$ cat src/rtl/rv16_div_unit.sv
// rv16_div_unit: iterative radix-2 restoring divider for RISC-V DIV/DIVU/REM/REMU
module rv16_div_unit #(
  parameter int XLEN = 32
) (
  input  logic            clk,
  input  logic            rst_n,
  input  logic            start,
  input  logic [XLEN-1:0] op_a,
  input  logic [XLEN-1:0] op_b,
  input  logic [1:0]      div_op,
  output logic [XLEN-1:0] result,
  output logic            done,
  output logic            busy
);
  typedef enum logic [1:0] {IDLE, CALC, FIX} state_t;
  localparam int CW = $clog2(XLEN + 1);
  state_t          state;
  logic [XLEN:0]   rem;
  logic [XLEN-1:0] quo, dvs;
  logic [CW-1:0]   cnt;
  logic [1:0]      op;
  logic            q_neg, r_neg, special;
  logic            sgn, bz, ovf, fix_neg;
  logic [XLEN-1:0] abs_a, abs_b, sel;
  logic [XLEN:0]   rem_sh;
  logic [XLEN+1:0] trial;
  // operand conditioning, one restoring step, and final sign selection
  always_comb begin
    sgn     = ~div_op[0];
    bz      = op_b == '0;
    ovf     = sgn && op_a == {1'b1, {(XLEN-1){1'b0}}} && &op_b;
    abs_a   = (sgn && op_a[XLEN-1]) ? -op_a : op_a;
    abs_b   = (sgn && op_b[XLEN-1]) ? -op_b : op_b;
    rem_sh  = {rem[XLEN-1:0], quo[XLEN-1]};
    trial   = {rem, quo[XLEN-1]} - {2'b00, dvs};
    sel     = op[1] ? rem[XLEN-1:0] : quo;
    fix_neg = !special && !op[0] && (op[1] ? r_neg : q_neg);
  end
  // control FSM and datapath registers; done is a single-cycle pulse
  always_ff @(posedge clk or negedge rst_n) begin
    if (!rst_n) begin
      state   <= IDLE;
      rem     <= '0;
      quo     <= '0;
      dvs     <= '0;
      cnt     <= '0;
      op      <= '0;
      q_neg   <= 1'b0;
      r_neg   <= 1'b0;
      special <= 1'b0;
      result  <= '0;
      done    <= 1'b0;
      busy    <= 1'b0;
    end else begin
      done <= 1'b0;
      case (state)
        IDLE: if (start) begin
          op      <= div_op;
          q_neg   <= sgn & (op_a[XLEN-1] ^ op_b[XLEN-1]);
          r_neg   <= sgn & op_a[XLEN-1];
          dvs     <= abs_b;
          cnt     <= CW'(XLEN);
          busy    <= 1'b1;
          special <= bz | ovf;
          quo     <= bz ? '1 : ovf ? op_a : abs_a;
          rem     <= bz ? {1'b0, op_a} : '0;
          state   <= (bz | ovf) ? FIX : CALC;
        end
        CALC: begin
          rem   <= trial[XLEN+1] ? rem_sh : trial[XLEN:0];
          quo   <= {quo[XLEN-2:0], ~trial[XLEN+1]};
          cnt   <= cnt - CW'(1);
          state <= (cnt == CW'(1)) ? FIX : CALC;
        end
        FIX: begin
          result <= fix_neg ? -sel : sel;
          done   <= 1'b1;
          busy   <= 1'b0;
          state  <= IDLE;
        end
        default: state <= IDLE;
      endcase
    end
  end
endmodule

$ cat config.mk
export PLATFORM = sky130hd
export DESIGN_NAME = rv16_div_unit
export DESIGN_NICKNAME = d
export VERILOG_FILES = /design/src/rtl/rv16_div_unit.sv
export SDC_FILE = /design/constraint.sdc
export NUM_CORES = 1
export LEC_CHECK = 0
export CAP_MARGIN = 20
export CORE_ASPECT_RATIO = 1.75
export CORE_MARGIN = 5
export CORE_UTILIZATION = 48
export CTS_CLUSTER_DIAMETER = 60
export DETAILED_ROUTE_END_ITERATION = 7
export MAX_ROUTING_LAYER = met4
export PLACE_DENSITY = 0.67
export SYNTH_ARGS = -nofsm -noshare
export SYNTH_HDL_FRONTEND = slang
export SYNTH_SLANG_ARGS = --single-unit
export TNS_END_PERCENT = 30
$ cat constraint.sdc
create_clock -name clk -period 5.5 [get_ports clk]
set_input_delay 0.55 -clock clk [delete_from_list [all_inputs] [get_ports clk]]
set_output_delay 0.55 -clock clk [all_outputs]
set_load 0.005 [all_outputs]
==> flow_metrics.tcl <==
set metrics [dict create \
    final_hold_viol_count 0 \
    syn_inst 1201 \
    grt_usage_pct 23.65 \
    worst_path_most_repeated_cell "o21ai_0" \
    fin_crit_sh_pct 69.20 \
    clkSlewWorstSetupHoldPaths_ns 0.06 \
    setup_viol 0 \
    placed_area_um2 11330 \
    ant_nets 0 \
    multi_input_area_um2 6125 \
    syn_area_um2 10130 \
    ys_types 62 \
    p_leak_nw 5.043 \
    vdd_drop_max_mv 0.2594 \
    synth_nets 1309 \
    finalCriticalPeriod_ns 3.806 \
    finClkSkew_ns 0.01046 \
    globalplace.congestion 0.8837 \
    cp_top_family "compound AO/OA/AOI/OAI gates" \
    critPathKind "register to register" \
    max-slew-margin-rel_pct 23.49 \
    nets 1380 \
    fmax_mhz 262.7 \
    yosys_most_used_dff "dfrtp_1" \
    max_cap_viol_count 0 \
    ys_top_cells_by_area "dfrtp_1 (36%), o21ai_0 (7.0%), nand2_1 (5.6%)" \
    ys_top_cells_by_count "nand2_1 (150), dfrtp_1 (144), o21ai_0 (141)" \
    regArea_um2 3605 \
    power_density_nw_per_um2 647.7 \
    drv_slew 0 \
    dr.pass1.iters 5 \
    finalInstanceArea_um2 12040 \
    vias_per_cell 5.846 \
    drive_gt1_share_pct 6.459 \
    antenna_found_initial 0 \
    finalSetupTns_ns 0 \
    numCtsBuffers 17 \
    cts_max_path_buffers 2 \
    synth-seq-area-share_pct 35.59 \
    yosys.area.top_type_share_pct 35.59 \
    clockRootBuffer "clkbuf_16" \
    synth_most_common_cell "nand2_1" \
    post_cts_buffers 0 \
    yosys_warnings 0 \
    rows 70 \
    cts_tree "yes" \
    via_count 8986 \
    ys_ff_latch 144 \
    required_ns 5.81 \
    initial_core_util_pct 48.58 \
    remaining_drc_errors 0 \
    gr-total-overflow 0 \
    dieWidth_um 119.8 \
    cts-resized-gates 0 \
    dr.first_iter.drc_count 504 \
    startpoint_type "register" \
    clock_latency_ns 0.43 \
    cp_cell_sequence "ha_1 > o211a_1 > o31a_1 > o2111a_1 > o21ai_0 > a2111oi_0 > o21ai_0 > and3_1 > a221o_1" \
    h-tree-depth 4 \
    crit_path_end_kind "register" \
    worst_path_max_delay_cell "a2111oi_0" \
    die_area_um2 24220 \
    port_buffers 102 \
    run_status "complete, no violations" \
    synthArstFlopShare_pct 100.0 \
    wire_per_inst_um 18.04 \
    hold_class "input pin to asynchronous set/reset pin" \
    critPathBufInv 0 \
    max_stage_delay_ns 0.74 \
    clock_sinks 144 \
    finalNonFillerCells 1537 \
    post-dp-hpwl_um 21670 \
    rsz0062_at_grt "false" \
    holdBufCountCts 0 \
    syn_area_per_cell_um2 8.431 \
    grt_pass1_vias 8962 \
    rrSetupSlack_ns 1.69 \
    fillers 1915 \
    final_core_util_pct 57.78 \
    area_delta_synth_final_pct 18.94 \
    drt-total-wl_um 27730 \
    io_pins 103 \
    dp.cells 1503 \
    core_um2 20850 \
    worstPathArrival_ns 4.11 \
    worst_slew_pin_slew_ns 1.137 \
    grt_first_pass_wirelength_um 44820 \
    num_antenna_cells 0 \
    synth_edf_count 0 \
    grt_max_degree 94 \
    synth_top_cell_by_area "dfrtp_1" \
    die_h_um 202.1 \
    crit_fanout 21 \
]
[cells by family after synthesis]
| logic type | Yosys count | share of synthesized area (%) |
|---|---|---|
| mux | 36 | 3.682 |
| simple gates | 361 | 17.08 |
| fa+ha+maj | 39 | 4.893 |
| buf+inv | 110 | 4.127 |
| xor+xnor | 122 | 10.55 |
| flops | 144 | 35.59 |
| compound gates | 389 | 24.08 |
[layer usage]
metal	GRT usage, %	up-vias	routed length, µm
li1	-	4486	-
met2	43.22	225	14680
met4	9.668	0	922
met1	25.93	4216	11280
met5	-	-	0
met3	2.520	59	850
[state kept, by name (all words and copies together), names as in the netlist, 2 cells and up]
signal / flops
cnt: 6
rem: 33
result: 32
dvs: 32
state: 2
op: 2
quo: 32
[per-stage QoR]
| stage | setup slack (ns) | power, mW | hold WS (ns) |
|---|---|---|---|
| floorplan | 1.726 | 5.274 | 0.2544 |
| global placement | 1.612 | 6.358 | 0.4553 |
| detailed placement | 1.497 | 6.461 | 0.4552 |
| CTS | 1.737 | 7.809 | 0.2314 |
| global route | 1.482 | 8.449 | 0.2868 |
| finish | 1.694 | 7.801 | 0.2066 |
[layout make-up]
type | count | area share (%)
clock inverters | 15 | 2.140
repair buffers | 117 | 9.526
well taps | 252 | 2.618
clock buffers | 17 | 3.532
flip-flops and latches | 144 | 29.93
multi-input cells | 947 | 50.85
inverters | 45 | 1.402
[path summary, 6_finish.rpt]
kind                                          end                   start  cells past startpoint
setup / recovery               rem[9]$_DFFE_PN0P_      rem[3]$_DFFE_PN0P_                      9
hold / removal                 dvs[7]$_DFFE_PN0P_                   rst_n                      1
setup reg to reg               rem[9]$_DFFE_PN0P_      rem[3]$_DFFE_PN0P_                      9
hold reg to reg            result[18]$_DFFE_PN0P_  result[18]$_DFFE_PN0P_                      2
max in group asynchronous       op[1]$_DFFE_PN0P_                   rst_n                      2
min in group clk           result[18]$_DFFE_PN0P_  result[18]$_DFFE_PN0P_                      2
[cell usage in the layout, fill, tap and decap left out, types with 12 or more instances in the layout]
master / netlist / layout
xnor2_1: 64 / 64
a31oi_1: 12 / 12
buf_4: 0 / 14
mux2i_1: 26 / 26
nand2_1: 150 / 150
o31ai_1: 15 / 15
ha_1: 38 / 38
a22o_1: 27 / 27
nor2_1: 73 / 71
nor4_1: 18 / 17
xor2_1: 58 / 58
clkdlybuf4s50_1: 0 / 101
a221o_1: 20 / 20
o21ai_0: 141 / 141
dfrtp_1: 144 / 143
a21oi_1: 94 / 93
inv_1: 45 / 45
nand4_1: 15 / 15
o22ai_1: 13 / 13
nor3_1: 16 / 16
clkbuf_16: 0 / 17
a21o_1: 15 / 15
[report_power, final]
part / switching, mW / internal (mW)
sequential: 0.469 / 1.56
clock: 0.478 / 0.858
combinational: 2.42 / 2.02
No activity file was read; power rests on OpenSTA's default activity.
